==> src/rtl/lsu_controller.sv <==
// Load/store sequencer: one word-aligned req/ack transaction per LOAD/STORE, with stall, timeout abort and load formatting.
// Optional feature: define MISALIGN_TRAP_EN to abort misaligned halfword/word accesses without touching the bus.
module lsu_controller #(
  parameter int TIMEOUT_CYCLES = 16
) (
  input  logic        clk,
  input  logic        rst_n,
  input  logic        start,
  input  logic        is_store,
  input  logic [2:0]  funct3,
  input  logic [31:0] addr,
  input  logic [31:0] store_data,
  output logic        stall,
  output logic        done,
  output logic        rd_we,
  output logic [31:0] load_data,
  output logic        bus_err,
  output logic        misalign,
  output logic        mem_req,
  output logic        mem_we,
  output logic [31:0] mem_addr,
  output logic [3:0]  mem_wstrb,
  output logic [31:0] mem_wdata,
  input  logic        mem_ack,
  input  logic [31:0] mem_rdata
);

  typedef enum logic [1:0] {IDLE, REQ, RESP} state_t;

  state_t      state_reg;
  logic [7:0]  count_reg;
  logic [2:0]  funct3_reg;
  logic [1:0]  addr_lo_reg;
  logic        trap;
  logic [31:0] st_wdata;
  logic [3:0]  st_wstrb;

  // funct3[1:0] encodes access size for both loads and stores: 00 byte, 01 half, 1x word.
  function automatic logic [31:0] format_load(input logic [2:0] f3, input logic [1:0] lo,
                                              input logic [31:0] rdata);
    logic [7:0]  b;
    logic [15:0] h;
    logic [31:0] res;
    b   = rdata[{lo, 3'b000} +: 8];
    h   = lo[1] ? rdata[31:16] : rdata[15:0];
    res = rdata;
    case (f3[1:0])
      2'b00:   res = f3[2] ? {24'b0, b} : {{24{b[7]}}, b};
      2'b01:   res = f3[2] ? {16'b0, h} : {{16{h[15]}}, h};
      default: res = rdata;
    endcase
    return res;
  endfunction

  always_comb begin
    st_wdata = store_data;
    st_wstrb = 4'b1111;
    case (funct3[1:0])
      2'b00: begin
        st_wdata = {4{store_data[7:0]}};
        st_wstrb = 4'b0001 << addr[1:0];
      end
      2'b01: begin
        st_wdata = {2{store_data[15:0]}};
        st_wstrb = addr[1] ? 4'b1100 : 4'b0011;
      end
      default: begin
        st_wdata = store_data;
        st_wstrb = 4'b1111;
      end
    endcase
  end

`ifdef MISALIGN_TRAP_EN
  assign trap = ((funct3[1:0] == 2'b01) && addr[0]) || (funct3[1] && (addr[1:0] != 2'b00));
`else
  assign trap = 1'b0;
`endif

  assign stall = ((state_reg == IDLE) && start) || (state_reg == REQ);

  always_ff @(posedge clk) begin
    if (!rst_n) begin
      state_reg   <= IDLE;
      count_reg   <= 8'd0;
      funct3_reg  <= 3'd0;
      addr_lo_reg <= 2'd0;
      done        <= 1'b0;
      rd_we       <= 1'b0;
      load_data   <= 32'd0;
      bus_err     <= 1'b0;
      misalign    <= 1'b0;
      mem_req     <= 1'b0;
      mem_we      <= 1'b0;
      mem_addr    <= 32'd0;
      mem_wstrb   <= 4'd0;
      mem_wdata   <= 32'd0;
    end else begin
      // Completion flags are single-cycle pulses; they are only raised on entry to RESP.
      done     <= 1'b0;
      rd_we    <= 1'b0;
      bus_err  <= 1'b0;
      misalign <= 1'b0;
      case (state_reg)
        IDLE: begin
          if (start) begin
            if (trap) begin
              state_reg <= RESP;
              done      <= 1'b1;
              misalign  <= 1'b1;
              load_data <= 32'd0;
            end else begin
              state_reg   <= REQ;
              count_reg   <= 8'd0;
              funct3_reg  <= funct3;
              addr_lo_reg <= addr[1:0];
              mem_req     <= 1'b1;
              mem_we      <= is_store;
              mem_addr    <= {addr[31:2], 2'b00};
              mem_wstrb   <= is_store ? st_wstrb : 4'b0000;
              mem_wdata   <= st_wdata;
            end
          end
        end
        REQ: begin
          // An ack on the final allowed cycle takes priority over the timeout.
          if (mem_ack) begin
            state_reg <= RESP;
            mem_req   <= 1'b0;
            done      <= 1'b1;
            rd_we     <= !mem_we;
            if (!mem_we) begin
              load_data <= format_load(funct3_reg, addr_lo_reg, mem_rdata);
            end
          end else if (count_reg == 8'(TIMEOUT_CYCLES - 1)) begin
            state_reg <= RESP;
            mem_req   <= 1'b0;
            done      <= 1'b1;
            bus_err   <= 1'b1;
            load_data <= 32'd0;
          end else begin
            count_reg <= count_reg + 8'd1;
          end
        end
        RESP: begin
          state_reg <= IDLE;
        end
        default: begin
          state_reg <= IDLE;
          mem_req   <= 1'b0;
        end
      endcase
    end
  end

endmodule

==> config.mk <==
export PLATFORM = sky130hd
export DESIGN_NAME = lsu_controller
export DESIGN_NICKNAME = d
export VERILOG_FILES = /design/src/rtl/lsu_controller.sv
export SDC_FILE = /design/constraint.sdc
export NUM_CORES = 1
export LEC_CHECK = 0
export BUFFER_PORTS_ARGS = -buffer_cell sky130_fd_sc_hd__buf_4
export CAP_MARGIN = 30
export CORE_ASPECT_RATIO = 2
export CORE_MARGIN = 1.5
export CORE_UTILIZATION = 52
export DETAILED_ROUTE_END_ITERATION = 8
export PLACE_DENSITY = 0.89
export SETUP_SLACK_MARGIN = 0.15
export SLEW_MARGIN = 20
export SYNTH_ARGS = -nofsm -noshare
export SYNTH_HDL_FRONTEND = slang
export SYNTH_SLANG_ARGS = --single-unit
==> constraint.sdc <==
create_clock -name clk -period 3.7 [get_ports clk]
set_clock_uncertainty 0.05 [all_clocks]
set_input_delay 0.555 -clock clk [delete_from_list [all_inputs] [get_ports clk]]
set_output_delay 0.555 -clock clk [all_outputs]
set_load 0.02 [all_outputs]
# Yosys cells after proc, flatten, opt, wreduce, memory -nomap -nowiden
# Cells that the tools add are included.
[word_totals]
output_inout_bits = 107
register_bits = 118
elab_cells = 70
input_bits = 104
[classes]
n_mux = 25
reduce_logical = 16
add_sub_neg = 1
bitwise_logic = 3
eq_ne = 10
shift = 2
[ops]
columns = ["cell", "count"]
rows = [
  ["$mux 32", 5],
  ["$pmux 32 s2", 2],
  ["$shiftx 32x6->8", 1],
  ["$mux 8", 3],
  ["$mux 16", 1],
  ["$pmux 8 s2", 1],
  ["$reduce_and 3->1", 3],
  ["$add 8x1->8 const B", 1],
  ["$eq 8x4->1 const B", 1],
  ["$mux 4", 2],
  ["$ne 2x2->1 const B", 4],
  ["$pmux 4 s2", 1],
  ["$eq 2x1->1 const B", 3],
  ["$logic_not 2->1", 3],
  ["$mux 2", 3],
  ["$reduce_and 2->1", 3],
  ["$mux 1", 5],
  ["$pmux 2 s2", 1],
  ["$reduce_and 4->1", 1],
  ["$reduce_bool 2->1", 2],
  ["$shl 1x2->4 const A", 1],
  ["$ne 3x2->1 const B", 1],
  ["$not 1->1", 3],
  ["$pmux 1 s3", 1],
  ["5 further kinds", 5],
]

# Logic depth before layout (Yosys ltp)
[logic_depth]
depth_word = 5
ltp_mapped = 9
mapped_depth_nobuf = 5

# Worst setup path after synthesis
# No wires, ideal clock.
[synth_timing]
path_type = "in2out"
from = "input start"
to = "output stall"
t_arrival_ps = 1392
n_path_buf = 1
cell_stages = 3
path_slack_ps = 1703
required_time_ps = 3095
cell_sequence = "or3b_2 > clkbuf_1 > nand2_1"
[synth_via]
elab_chain_cells = 2
[synth_rtl]
columns = ["element", "line", "text"]
rows = [
  ["start: declaration", "8", "input logic start,"],
  ["$logic_and 1x1->1", "80", "assign stall = ((state_reg == IDLE) && start) || (state_reg == REQ);"],
  ["$logic_or 1x1->1", "80", ""],
  ["end: declaration", "13", "output logic stall,"],
]
# No other way between the ends.

# Worst setup path in the final report
[layout_timing]
from = "register state_reg[1]"
to = "output stall"
[layout_via]
elab_chain_cells = 3
word_cells_on_any_way = 4
classes_between = "1 x eq/ne; 3 x reduce/logical"
[layout_rtl]
columns = ["element", "line", "text"]
rows = [
  ["start: declaration", "30", "state_t state_reg;"],
  ["start signal: assignment", "84", "state_reg <= IDLE;"],
  ["start signal: assignment", "108", "state_reg <= RESP;"],
  ["start signal: assignment", "113", "state_reg <= REQ;"],
  ["$logic_not 2->1", "80", ""],
  ["$logic_and 1x1->1", "80", ""],
  ["$logic_or 1x1->1 (*)", "80", ""],
]
# Every way passes the cells marked *; elsewhere a longest branch is shown, timed or not.

==> run_results.csv <==
group,metric,value,unit
global_routing,antenna_found_initial,0,
critical_path,critPathTopFamily,"simple AND/OR/NAND/NOR gates",
pwr,power.total,3770,uW
synthesis,netlist.area_leader.share,45.6,%
sta,hold_slack,333,ps
synthesis,async_flop_share,0,%
floorplanning,core_area,9700,um^2
placement,gp_congestion,0.850,
sta,fin_tns_setup,0,ps
synthesis,avgSynthCellArea,8.87,um^2
floorplanning,start_util,53.4,%
detailed_routing,drt_first_pass_iters,5,
sta,fin_crit_sh,67.1,%
detailed_routing,vias,5105,
clock_network,cts-resized-gates,0,
detailed_routing,via_per_inst,5.58,
floorplanning,rows,51,
clock_network,root_buffer,"clkbuf_16",
detailed_routing,routedWlPerCell,17.0,um
min_path,min_path_type,"input pin to flop",
global_routing,grt_usage,28.9,%
clock_network,cts.path.max_buffers,2,
final_layout,top_regs,"load_data x32, mem_wdata x32, mem_addr x30",
sta,tightest_slew,823,ps
sta,rsz0062_at_grt,"no",
clock_network,cts_buffers,17,
critical_path,path_cells,"or3b_2 -> buf_4 -> nand2_1 -> buf_4",
clock_network,cts_htree_levels,4,
critical_path,path_class,"flop to output pin",
sta,period_needed,2480,ps
sta,slew_headroom,45.1,%
detailed_routing,drc,0,
clock_network,cts_setup_buffers,0,
placement,portBuffers,207,
clock_network,cts_tree,"yes",
critical_path,cp-end-kind,"output pin",
pwr,p_leak,0.00346,uW
global_routing,grt_max_degree,88,
synthesis,ys_seq_area_share,45.6,%
floorplanning,die_w,73.6,um
global_routing,grt_first_pass_wirelength,23800,um
sta,hold_viol_final,0,
synthesis,ys_seq_elements,118,
detailed_routing,wl,15600,um
detailed_routing,ant_nets,0,
synthesis,syn-cell-area,5180,um^2
placement,dp_hpwl,11300,um
synthesis,netlist_instances,584,
clock_network,hold_buffers,0,
final_layout,final_nets,876,
critical_path,slowest_delay,490,ps
synthesis,synth_cell_types,55,
sta,setup_violations,0,
clock_network,clk_pin_slew,50,ps
global_routing,overflow,0,
final_layout,area_delta_synth_final,42.9,%
synthesis,synth_largest_area_cell,"dfxtp_1",
critical_path,crit_path_start_kind,"flop",
sta,fmax,403,MHz
status,run_status,"finished, final reports clean",
synthesis,synth-edff-count,0,
critical_path,crit_top_cell,"buf_4",
floorplanning,die_h,144,um
global_routing,grt_pass1_vias,5171,
synthesis,synthFlopType,"dfxtp_1",
critical_path,slowest_stage,"or3b_2",
sta,slew_violations,0,
critical_path,critPathArrivalTime,1880,ps
pwr,vdd_ir_drop_max,0.372,mV
detailed_routing,drt_iter0_markers,211,
run,cap_violations,0,
pwr,power.density,509,nW/um^2
clock_network,insertion_delay,400,ps
clock_network,cts_sinks,118,
synthesis,synth_warnings,0,
final_layout,diodes,0,
critical_path,crit_buf_inv,2,
floorplanning,ios,211,
final_layout,drive_above_1_share,33.6,%
critical_path,crit_fanout,57,
critical_path,crit_required,3090,ps
synthesis,netlist_top_cells_area,"dfxtp_1, nand2_1, a21boi_0",
floorplanning,die_area,10600,um^2
synthesized netlist by cell type, drive strengths merged, types with 2 or more instances:
cell / count
a21boi: 53
a21o: 7
a21oi: 9
a221o: 17
a221oi: 13
and2: 3
buf: 17
clkbuf: 31
dfxtp: 118
inv: 11
mux2: 9
mux2i: 22
nand2: 149
nand2b: 5
nand3: 12
nand3b: 2
nand4b: 2
nor2: 11
nor2b: 2
nor3: 10
nor3b: 5
o211a: 16
o21ai: 24
o22ai: 2
o2bb2ai: 7
or3: 2
or4: 2
xor2: 4
power breakdown:
part	switching [uW]	total [uW]	leakage, uW	internal [uW]
combinational	318	580	0.00217	263
clock	547	1780	0.000322	1240
sequential	52.3	1400	0.000965	1350
worst reg2reg max path, stage by stage, from the launching register on:
cell	delay, ps
dfxtp_1	300
buf_4	280
mux4_2	590
a21oi_1	650
a221oi_1	200
a21o_1	200
per-layer routing:
metal	vias to the layer above	part of all wire, %	global-route usage [%]
li1	2422	-	-
met1	2412	34	27.3
met2	231	57	54.1
met3	40	6.2	7.60
met4	0	3.5	15.9
met5	-	0	0
cells in the final DEF (no fill, tap or decap), types with 2 or more instances in the layout:
| cell | instances |
|---|---|
| nor2b_1 | 2 |
| a21o_1 | 7 |
| a21boi_0 | 53 |
| clkbuf_16 | 17 |
| or4_1 | 2 |
| o21ai_0 | 24 |
| nor2_1 | 10 |
| nand3b_1 | 2 |
| a21oi_1 | 8 |
| and2_1 | 3 |
| dfxtp_1 | 118 |
| mux2i_1 | 22 |
| nand2b_1 | 4 |
| nor3_1 | 9 |
| a221oi_1 | 13 |
| clkbuf_8 | 3 |
| nand2_1 | 149 |
| nor3b_1 | 3 |
| bufinv_16 | 5 |
| a221o_1 | 17 |
| nand3_1 | 12 |
| buf_4 | 213 |
| o2bb2ai_1 | 7 |
| or3_1 | 2 |
| xor2_1 | 4 |
| clkinv_2 | 5 |
| nor3b_2 | 2 |
| nand4b_1 | 2 |
| mux2_2 | 9 |
| conb_1 | 3 |
| o22ai_1 | 2 |
| o211a_1 | 16 |
| inv_1 | 10 |
worst paths after layout:
| path | start | end | slack (ps) | cells past startpoint |
|---|---|---|---|---|
| setup / recovery | state_reg[1] | stall | 1220 | 4 |
| hold / removal | mem_rdata[29] | load_data[29] | 330 | 2 |
| setup reg to reg | addr_lo_reg[1] | load_data[9] | 1330 | 5 |
| hold reg to reg | load_data[13] | load_data[13] | 410 | 1 |
cells by family (layout without fill, tap and decap cells):
kind of cell	after synthesis	in the layout	synth area share, %
flops	118	118	45.6
fa+ha+maj	1	1	0.242
xor+xnor	4	4	0.677
mux	32	32	6.65
compound gates	158	158	23.5
buf+inv	59	256	5.03
simple gates	211	211	18.2
other cells	1	3	0.0724
cell type report:
class	count	area [um^2]
inverters	11	41.3
fillers	696	2300
clock inverters	10	175
clock buffers	21	470
multi-input cells	409	2570
well taps	132	165
flip-flops and latches	118	2360
repair buffers	214	1610
stage by stage:
stage,util [%],setup slack (ps),std cells,area [um^2]
CTS,76.1,1210,914,7380
detailed placement,69.5,1300,883,6740
floorplan,-,1700,586,5180
finish,76.3,1220,915,7400
global route,76.3,1140,915,7400
global placement,69.5,1410,883,6740
No activity file was read; power rests on OpenSTA's default activity.
